File: src/rtl/adaptation.sv
// adaptation: two-stage pipeline that adapts one road's green time per cycle from its
// vehicle count against the four-road average, clamped to [TG_MIN, TG_MAX].
module adaptation #(
    parameter int TG_MIN = 5,
    parameter int TG_MAX = 60,
    parameter int SHIFT  = 1
) (
    input  logic       clk,
    input  logic       reset,
    input  logic [1:0] next_road,
    input  logic [7:0] N_n,
    input  logic [7:0] N_e,
    input  logic [7:0] N_s,
    input  logic [7:0] N_w,
    input  logic [7:0] TGin,
    input  logic [7:0] TGie,
    input  logic [7:0] TGis,
    input  logic [7:0] TGiw,
    output logic [7:0] TGn,
    output logic [7:0] TGe,
    output logic [7:0] TGs,
    output logic [7:0] TGw
);
    logic [9:0]        sum;
    logic [7:0]        n_sel, tgi_sel;
    logic              init;
    logic [1:0]        road_r;
    logic [7:0]        n_r, tgi_r, avg_r;
    logic              ge;
    logic [7:0]        diff, step, tg;
    logic [8:0]        up;
    logic signed [9:0] dn, v;

    assign sum = {2'b0, N_n} + {2'b0, N_e} + {2'b0, N_s} + {2'b0, N_w};

    always_comb begin
        n_sel   = next_road == 2'd0 ? N_n  : next_road == 2'd1 ? N_e  : next_road == 2'd2 ? N_s  : N_w;
        tgi_sel = next_road == 2'd0 ? TGin : next_road == 2'd1 ? TGie : next_road == 2'd2 ? TGis : TGiw;
    end

    // Adapted value is always derived from the base time, so reselecting a road is idempotent.
    always_comb begin
        ge   = n_r >= avg_r;
        diff = ge ? n_r - avg_r : avg_r - n_r;
        step = diff >> SHIFT;
        up   = {1'b0, tgi_r} + {1'b0, step};
        dn   = $signed({2'b0, tgi_r}) - $signed({2'b0, step});
        v    = ge ? $signed({1'b0, up}) : dn;
        tg   = v < $signed(10'(TG_MIN)) ? 8'(TG_MIN) : v > $signed(10'(TG_MAX)) ? 8'(TG_MAX) : v[7:0];
    end

    always_ff @(posedge clk or negedge reset) begin
        if (!reset) begin
            road_r <= '0;
            n_r    <= '0;
            tgi_r  <= '0;
            avg_r  <= '0;
        end else begin
            road_r <= next_road;
            n_r    <= n_sel;
            tgi_r  <= tgi_sel;
            avg_r  <= sum[9:2];
        end
    end

    // First edge after reset loads the base times unclamped; adaptation starts on the next.
    always_ff @(posedge clk or negedge reset) begin
        if (!reset) begin
            init <= 1'b0;
            TGn  <= '0;
            TGe  <= '0;
            TGs  <= '0;
            TGw  <= '0;
        end else if (!init) begin
            init <= 1'b1;
            TGn  <= TGin;
            TGe  <= TGie;
            TGs  <= TGis;
            TGw  <= TGiw;
        end else begin
            TGn <= road_r == 2'd0 ? tg : TGn;
            TGe <= road_r == 2'd1 ? tg : TGe;
            TGs <= road_r == 2'd2 ? tg : TGs;
            TGw <= road_r == 2'd3 ? tg : TGw;
        end
    end
endmodule

File: config.mk
export PLATFORM = sky130hd
export DESIGN_NAME = adaptation
export DESIGN_NICKNAME = d
export VERILOG_FILES = /design/src/rtl/adaptation.sv
export SDC_FILE = /design/constraint.sdc
export NUM_CORES = 1
export LEC_CHECK = 0
export ABC_AREA = 1
export BUFFER_PORTS_ARGS = -buffer_cell sky130_fd_sc_hd__buf_2
export CORE_MARGIN = 2
export CORE_UTILIZATION = 51
export CTS_CLUSTER_DIAMETER = 80
export CTS_CLUSTER_SIZE = 10
export DETAILED_ROUTE_END_ITERATION = 10
export PLACE_DENSITY = 0.8
export SETUP_SLACK_MARGIN = 0.15
export SLEW_MARGIN = 20
export SYNTH_ARGS = -nofsm -noshare
export SYNTH_HDL_FRONTEND = slang
export SYNTH_SLANG_ARGS = --single-unit
File: constraint.sdc
create_clock -name clk -period 4.3 [get_ports clk]
set_input_delay 0.43 -clock clk [delete_from_list [all_inputs] [get_ports clk]]
set_output_delay 0.43 -clock clk [all_outputs]
set_load 0.02 [all_outputs]
==> results of run 1 <==
==> layout make-up <==
type,instances,area (µm²),share of cell area (%)
inverters,138,520,8.29
clock buffers,11,131,2.09
repair buffers,115,649,10.3
multi-input cells,484,3260,51.9
clock inverters,5,77.6,1.24
flip-flops and latches,59,1480,23.5
well taps,133,166,2.65
==> critical path: cells and delay by family, from the launching register on <==
kind,cells,cell delay [ns]
AND/OR/NAND/NOR,20,1.73
adder cells (fa/ha/maj),3,0.81
buffers and inverters,7,0.65
flip-flops,1,0.38
AO/OA/AOI/OAI,2,0.20
XOR/XNOR,1,0.16
==> sequential cells by signal, indices dropped and copies added, names as in the netlist <==
signal  count
TGe         8
TGn         8
tgi_r       8
init        1
avg_r       8
TGs         8
n_r         8
TGw         8
road_r      2
==> logic make-up (layout without fill, tap and decap cells) <==
group	count (synthesis)	in the layout	share of synthesized area (%)
other	1	1	0.0734
DFF	59	59	28.9
buffers and inverters	161	269	12.6
adders and majority gates	59	59	17.4
xor gates and xnor gates	17	17	2.91
and+or+nand+nor	292	292	25.4
AOI/OAI and AO/OA	115	115	12.8
==> path summary, 6_finish.rpt <==
kind / startpoint / end / slack [ns] / cells past startpoint
worst min-delay path: reset / n_r[4] / 0.26 / 2
worst min register to register: TGs[7] / TGs[7] / 0.52 / 2
worst max-delay path: n_r[0] / TGs[4] / 0.27 / 33
worst max register to register: n_r[0] / TGs[4] / 0.27 / 33
min in group clk: TGie[7] / TGe[7] / 0.32 / 3
max in group asynchronous: reset / TGw[0] / 3.53 / 2
==> layout by cell type, fill, tap and decap left out, types with 3 or more instances in the layout <==
cell	synthesis	layout
nor2_4	3	5
nand3_2	4	20
buf_2	3	99
fa_1	20	19
o21ai_1	0	3
o22ai_1	21	21
ha_4	0	4
o21ai_0	44	39
nor2_1	25	22
xor2_1	15	13
ha_1	39	29
ha_2	0	6
nand2_4	2	6
a21oi_2	1	3
nand3_1	76	59
dfrtp_1	59	59
o211ai_1	5	5
nand2_1	165	153
buf_4	1	13
nand2_2	8	16
inv_2	0	3
nand4_1	4	4
inv_1	136	132
clkbuf_8	0	9
a21oi_1	37	35
==> layer usage <==
| layer | routed length [µm] | vias up | track usage (%) |
|---|---|---|---|
| met1 | 6030 | 2397 | 35.0 |
| met2 | 7310 | 260 | 46.5 |
| met5 | 0 | - | 0 |
| li1 | - | 2431 | - |
| met4 | 389 | 0 | 10.1 |
| met3 | 1150 | 38 | 3.07 |
==> timing repair <==
item,4_1_cts,5_1_grt
gates resized for setup,0,70
setup buffers,1,3
setup endpoints to repair,2,24
cloned,0,1
pin swaps,1,27
==> per-stage QoR <==
step	utilization, %	area [µm²]
2_1_floorplan	-	5110
3_3_place_gp	58.8	5750
3_5_place_dp	58.8	5750
4_1_cts	61.0	5960
5_1_grt	64.2	6280
6_report	64.2	6280
==> results.md, run 1 <==
* Status: complete, no violations
* IO Pins at 100
* Post-DP HPWL at 10.9 mm
* Number of enable-type register cells in the synthesized netlist at 0
* Post-route worst hold slack at 0.261 ns
* Element type at the critical path start: register
* Path type of the worst setup path: register to register
* Setup TNS Final at 0 ns
* Deepest level of the CTS H-tree at 3
* Skew-Pair Late Insertion Delay at 0.34 ns
* Mean post-synth cell area at 7.26 µm²
* ANT nets after route at 0
* Clock tree from TritonCTS: yes
* Iteration-0 DRC Markers at 407
* RSZ-0062 raised after global routing: true
* Post-route fraction of the period consumed by the critical path at 93.8%
* Number of synthesis warnings at 0
* Classification of the worst-slack hold path: primary input to asynchronous set/reset pin
* Number of pins with negative max-slew slack in the final report at 0
* Finish-stage setup viols at 0
* Final min period at 4.03 ns
* Average detailed-routed wire length per instance at 15.7 µm
* Number of buffers inserted by hold repair at cts at 0
* Fraction of post-synthesis cell area in the top cell type by area at 28.9%
* Final critical-path setup slack at 0.268 ns
* Post-synthesis register bit count at 59
* Number of global-route vias before repair at 5102
* Measured slew at the worst slew-check pin at 1.16 ns
* Delay of the slowest critical-path stage at 0.38 ns
* Setup slack after placement at 0.149 ns
* Die boundary width at 104 µm
* Largest area contributor in the netlist: dfrtp_1
* Wire length reported by the detailed router at 14.9 mm
* Maximum root-to-sink buffer count at 2
* Final-stage net count at 934
* Initial Util at 52.3%
* Layout-stage area growth over the synthesis result at 22.8%
* Worst path most repeated cell: nand2_2
* Critical path peak fanout at 8
* Area inside the core boundary at 0.00977 mm²
* IO Port Bufs at 99
* Kind of end point of the critical path: register
* Die Outline Area at 0.0108 mm²
* Clock edge transition at the registers on the reported setup and hold paths at 0.07 ns
* Most used flip-flop cell after synthesis: dfrtp_1
* Highest attainable clock frequency at 248 MHz
* Cells after DPL at 924
* Number of distinct library cells after synthesis at 36
* Ranking of synthesized cells by area: dfrtp_1, nand2_1, inv_1, ha_1, fa_1
* Worst slew slack as a fraction of its limit at 22.0%
* Most used standard cell by instance count after synthesis: nand2_1
* Number of remaining DRC errors at 0
* Die height at 104 µm
* CTS buffer count at 9
* Portion of the post-synthesis area used by sequential elements at 28.9%
* Initial antenna violation count at 0
* Net Count, Synth at 831
* Overall global routing resource usage at 27.0%
* Proportion of synthesized flip-flops having asynchronous set or reset at 100%
* Row count at 36
* Final hold violation count at 0
* Max Cap Violations at 0
* Number of standard cells in the layout, taps in and fillers out at 945
* Required arrival time at the worst endpoint at 4.57 ns
* Number of inserted filler cells in the final layout at 867
* Pin count of the biggest net entering global routing at 60
* Average via count per standard cell at 5.42
* Combined area of all synthesized cells at 0.00511 mm²
* Wire length of the first global-routing pass at 23.8 mm
* Clock root buffer: clkbuf_8
* Most numerous cell types in the synthesized netlist: nand2_1, inv_1, nand3_1
* Vias post-DR at 5126
* Data arrival time of the worst path at 4.31 ns
* Layout Skew at 0.0120 ns
* Number of iterations in the first detailed-routing pass at 5
* Final estimated routing congestion in global placement at 0.963
* Synthesized instance count at 704
* Proportion of layout cells with a drive suffix above 1 at 25.4%
* Sinks on Clock Net at 59
* Number of diodes added for antenna fixing at 0
* Global route total overflow at 0
* Critical-path cell with the highest stage delay: dfrtp_1
Power of run 1 is not shown: default switching activity piles up to over one toggle a cycle in this logic, so the estimate is an artifact.
==> inputs of run 2 (changes only) <==
Settings changed: CORE_UTILIZATION 51 to 56, PLACE_DENSITY 0.8 to 0.86.
==> run 2 against run 1 <==
Register-to-register slack worse by 0.04 ns. Hold slack got worse by 0.024 ns. Critical path depth down 4. Final cell count down 2.1%. Sequential share of layout area rose by 0.20 points. Design area decreased by 0.86%. Maximum frequency is 0.95% lower. Worst setup slack worse by 0.039 ns. Die area fell by 8.6%. Routed wire length is 2.0% higher. Via count grew 3.1%. Critical path type unchanged. Largest cell class unchanged.
==> results.md, run 2 (same netlist as run 1, synthesis figures left out) <==
* Most common cell after layout, fill and taps aside: nand2_1
* Finish-stage setup viols at 0 (unchanged)
* Max Cap Violations at 0 (unchanged)
* Average via count per standard cell at 5.71 (+5.4%)
* Post-placement cell area at 0.00568 mm² (-1.2%)
* Area inside the core boundary at 0.00881 mm² (-9.9%)
* Number of pins with negative max-slew slack in the final report at 0 (unchanged)
* Average detailed-routed wire length per instance at 16.4 µm (+4.2%)
* Deepest level of the CTS H-tree at 3 (unchanged)
* Worst path most repeated cell: nand2_2
* ANT nets after route at 0 (unchanged)
* Number of global-route vias before repair at 5270 (+3.3%)
* Initial Util at 58.1% (+5.8 points)
* RSZ-0062 raised after global routing: true
* Required arrival time at the worst endpoint at 4.53 ns (-0.04 ns)
* Number of buffers inserted by hold repair at cts at 0 (unchanged)
* Global route total overflow at 0 (unchanged)
* Die height at 99.5 µm (-4.4%)
* CTS buffer count at 9 (unchanged)
* Vias post-DR at 5286 (+3.1%)
* Initial antenna violation count at 0 (unchanged)
* IO Port Bufs at 99 (unchanged)
* Critical-path cell with the highest stage delay: dfrtp_1
* Clock root buffer: clkbuf_8
* Element type at the critical path start: register
* Wire length of the first global-routing pass at 24.6 mm (+3.2%)
* Final hold violation count at 0 (unchanged)
* Worst slew slack as a fraction of its limit at 36.6% (+15 points)
* Pin count of the biggest net entering global routing at 60 (unchanged)
* Final-stage net count at 939 (+0.54%)
* Post-route fraction of the period consumed by the critical path at 94.7% (+0.90 points)
* Die Outline Area at 0.00991 mm² (-8.6%)
* Layout-stage area growth over the synthesis result at 21.8%
* Post-route worst hold slack at 0.237 ns (-0.0242 ns)
* Iteration-0 DRC Markers at 406 (-0.25%)
* Final design area excluding fillers at 0.00623 mm² (-0.86%)
* Die boundary width at 99.5 µm (-4.4%)
* Classification of the worst-slack hold path: primary input to asynchronous set/reset pin
* Sinks on Clock Net at 59 (unchanged)
* Measured slew at the worst slew-check pin at 0.949 ns (-0.213 ns)
* Status: complete, no violations
* Skew-Pair Late Insertion Delay at 0.34 ns (about the same)
* Number of remaining DRC errors at 0 (unchanged)
* Highest attainable clock frequency at 246 MHz (-0.95%)
* Commonest non-fill, non-tap cells in the layout: nand2_1, inv_1, buf_2
* Number of iterations in the first detailed-routing pass at 7 (+2)
* Delay of the slowest critical-path stage at 0.38 ns (about the same)
* Wire length reported by the detailed router at 15.2 mm (+2.0%)
* IO Pins at 100 (unchanged)
* Number of diodes added for antenna fixing at 0 (unchanged)
* Layout Skew at 0.0112 ns (-0.000870 ns)
* Final estimated routing congestion in global placement at 0.963 (about the same)
* Clock tree from TritonCTS: yes
* Path type of the worst setup path: register to register
* Clock edge transition at the registers on the reported setup and hold paths at 0.07 ns (about the same)
* Maximum root-to-sink buffer count at 2 (unchanged)
* Row count at 34 (-5.6%)
* Post-DP HPWL at 11.2 mm (+2.5%)
* Final min period at 4.07 ns (+0.0386 ns)
* Overall global routing resource usage at 31.0% (+4.0 points)
* Data arrival time of the worst path at 4.30 ns (about the same)
* Critical path peak fanout at 5 (-3)
* Kind of end point of the critical path: register
* Proportion of layout cells with a drive suffix above 1 at 24.2% (-1.1 points)
==> run 2: metrics by stage <==
step / util [%] / instances / setup slack [ns] / setup TNS, ns
2_1_floorplan: - / 704 / 0.542 / 0
6_report: 70.7 / 925 / 0.230 / 0
3_3_place_gp: 64.5 / 896 / 0.153 / 0
5_1_grt: 70.7 / 925 / -0.0241 / -0.0241
3_5_place_dp: 64.5 / 896 / 0.0733 / 0
4_1_cts: 68.0 / 914 / 0.176 / 0
==> run 2: worst paths after layout <==
kind                              start        to  slack, ns  cells past startpoint
worst max-delay path             n_r[0]    TGn[2]       0.23                     29
worst min-delay path              reset    n_r[6]       0.24                      2
worst max register to register   n_r[0]    TGn[2]       0.23                     29
worst min register to register   TGs[7]    TGs[7]       0.53                      2
max in group asynchronous         reset  tgi_r[2]       3.57                      2
min in group clk                TGis[6]    TGs[6]       0.32                      3
==> run 2: what timing repair did <==
action / in CTS / in global routing
pin swaps: 1 / 18
gates cloned: 0 / 1
setup buffers: 2 / 10
setup endpoints to repair: 20 / 24
resized for setup: 5 / 43
==> run 2: cell type report <==
cell class,instances,area (µm²)
clock buffer,12,165
clock inverter,4,95.1
fill,682,2580
inverter,138,520
multi-input combinational,484,3150
sequential,59,1480
tap,108,135
timing repair buffer,120,687
==> run 2: critical path, delay by kind of cell (launching register included) <==
kind            cells  cell delay (ns)
flops               1             0.38
fa+ha+maj           3             0.86
buf+inv             4             0.25
simple gates       18             1.76
xor+xnor            1             0.27
compound gates      3             0.45
==> run 2: metal layers <==
metal  vias to the layer above  wire length (µm)  track usage (%)
met3                        54              1510             7.10
met4                         0               480             11.5
met2                       336              7120             51.5
met1                      2458              6060             39.5
met5                         -                 0                0
li1                       2438                 -                -
Power of run 2 is left out for the same reason.
==> inputs of run 3 (changes only) <==
Settings changed: PLACE_DENSITY 0.86 to 0.81.
==> run 3 against run 2 <==
Via count fell by 3.1%. Die area did not move. Register-to-register slack improved by 0.05 ns. Non-clock buffer count rose by 6. Maximum frequency rose by 1.2%.
==> results.md, run 3 (same netlist as run 1, synthesis figures left out) <==
* IO Port Bufs at 99 (unchanged)
* Sinks on Clock Net at 59 (unchanged)
* Die Outline Area at 0.00991 mm² (unchanged)
* Number of pins with negative max-slew slack in the final report at 0 (unchanged)
* Number of global-route vias before repair at 5061 (-4.0%)
* Die boundary width at 99.5 µm (unchanged)
* Final hold violation count at 0 (unchanged)
* Row count at 34 (unchanged)
* Highest attainable clock frequency at 249 MHz (+1.2%)
* Proportion of layout cells with a drive suffix above 1 at 26.7% (+2.5 points)
* Final estimated routing congestion in global placement at 0.894 (-7.2%)
* Layout Skew at 0.00646 ns (-0.00472 ns)
* Post-DP HPWL at 10.9 mm (-2.2%)
* Global route total overflow at 0 (unchanged)
* Post-route fraction of the period consumed by the critical path at 93.6% (-1.1 points)
* Clock tree from TritonCTS: yes
* Iteration-0 DRC Markers at 374 (-7.9%)
* Vias post-DR at 5123 (-3.1%)
* End of the worst register-to-register path: TGs[1]
* RSZ-0062 raised after global routing: false
* ANT nets after route at 0 (unchanged)
* Critical path peak fanout at 7 (+2)
* Area inside the core boundary at 0.00881 mm² (unchanged)
* Finish-stage setup viols at 0 (unchanged)
* Classification of the worst-slack hold path: primary input to asynchronous set/reset pin
* Number of iterations in the first detailed-routing pass at 5 (-2)
* Wire length reported by the detailed router at 15.0 mm (-1.2%)
* Most common cell after layout, fill and taps aside: nand2_1
* Clock root buffer: clkbuf_8
* Crit path launch: avg_r[3]
* Worst r2r path cells at 26 (-10%)
* Final-stage net count at 945 (+0.64%)
* Final min period at 4.02 ns (-0.0473 ns)
* CTS buffer count at 9 (unchanged)
* Average detailed-routed wire length per instance at 16.1 µm (-1.9%)
* Status: complete, no violations
* R2r setup slk at 0.28 ns (+0.05 ns)
* Wire length of the first global-routing pass at 24.0 mm (-2.3%)
* Average via count per standard cell at 5.50 (-3.8%)
* Number of remaining DRC errors at 0 (unchanged)
* Kind of end point of the critical path: register
* Measured slew at the worst slew-check pin at 0.886 ns (-0.0625 ns)
* Layout-stage area growth over the synthesis result at 24.3%
* Max Cap Violations at 0 (unchanged)
* Element type at the critical path start: register
* Setup TNS Final at 0 ns (unchanged)
* Data arrival time of the worst path at 4.25 ns (-0.05 ns)
* Number of standard cells in the layout, taps in and fillers out at 932 (+0.76%)
* Startpoint of the lowest-slack register-to-register path: avg_r[3]
* Clock edge transition at the registers on the reported setup and hold paths at 0.07 ns (about the same)
* Deepest level of the CTS H-tree at 3 (unchanged)
* Maximum root-to-sink buffer count at 2 (unchanged)
* Required arrival time at the worst endpoint at 4.53 ns (about the same)
* Cells after DPL at 895 (-0.11%)
* Commonest non-fill, non-tap cells in the layout: nand2_1, inv_1, buf_2
* Initial antenna violation count at 1 (+1)
* Die height at 99.5 µm (unchanged)
* Pin count of the biggest net entering global routing at 60 (unchanged)
* Skew-Pair Late Insertion Delay at 0.34 ns (about the same)
* Overall global routing resource usage at 30.5% (-0.47 points)
* Initial Util at 58.1% (unchanged)
* Path type of the worst setup path: register to register
* Worst slew slack as a fraction of its limit at 40.8% (+4.2 points)
* IO Pins at 100 (unchanged)
## run 3: cell count changes in the layout (fill, tap and decap cells not counted), moves of 4 or more
cell / change
buf_4: +5
nand2_4: +5
clkinvlp_4: +4
nand2_1: -4
o21ai_0: -4
## run 3: layer usage
metal / share of wire [%] / GRT usage [%] / vias to the layer above
li1: - / - / 2454
met1: 40 / 41.5 / 2369
met2: 49 / 49.5 / 268
met3: 8.5 / 5.41 / 32
met4: 2.7 / 10.2 / 0
met5: 0 / 0 / -
## run 3: area by class of cell
| type | instances | area (µm²) |
|---|---|---|
| flip-flops and latches | 59 | 1480 |
| inverters | 138 | 518 |
| clock buffers | 10 | 138 |
| diodes | 1 | 2.50 |
| fillers | 690 | 2450 |
| repair buffers | 126 | 736 |
| clock inverters | 6 | 65.1 |
| multi-input cells | 484 | 3280 |
| well taps | 108 | 135 |
## run 3: worst max-delay path: stages, from the launching register on
cell and delay [ns]:
dfrtp_1 0.40, ha_2 0.49, nand2_1 0.15, nor2_1 0.15, nand2_1 0.13, clkinv_1 0.11
nor2_4 0.06, buf_6 0.11, buf_4 0.13, o21ai_2 0.20, xor2_2 0.23, inv_2 0.07
ha_4 0.28, buf_4 0.15, o21ai_4 0.14, inv_1 0.08, nand3_1 0.08, nand2_1 0.08
nand2_2 0.09, nand3_2 0.10, nor2_4 0.15, nand3_2 0.09, nand2_2 0.08, nor2_4 0.06
clkbuf_16 0.19, nand3_1 0.07, nand2_1 0.06
## run 3: metrics by stage
stage | hold WS, ns | instance area, µm² | worst slack (ns) | utilization, %
after floorplan | 0.134 | 5110 | 0.542 | -
after global placement | 0.487 | 5670 | 0.273 | 64.4
after detailed placement | 0.491 | 5670 | 0.0559 | 64.4
after CTS | 0.257 | 5930 | 0.168 | 67.3
after global routing | 0.320 | 6350 | 0.0181 | 72.1
final | 0.234 | 6350 | 0.277 | 72.1
## run 3: worst max path at each step
stage | end | slack, ns | cells past startpoint
global route | TGw[2] | 0.02 | 30
global placement | TGw[3] | 0.27 | 29
finish | TGs[1] | 0.28 | 26
floorplan | TGs[1] | 0.54 | 27
detailed placement | TGw[3] | 0.06 | 29
CTS | TGe[0] | 0.17 | 31
## run 3: timing repair
action | 4_1_cts | 5_1_grt
cloned | 0 | 1
pin swaps | 2 | 23
hold buffers | 0 | 0
setup buffers | 5 | 14
endpoints found under the setup margin | 24 | 24
resized for setup | 1 | 79
Power of run 3 is left out for the same reason.
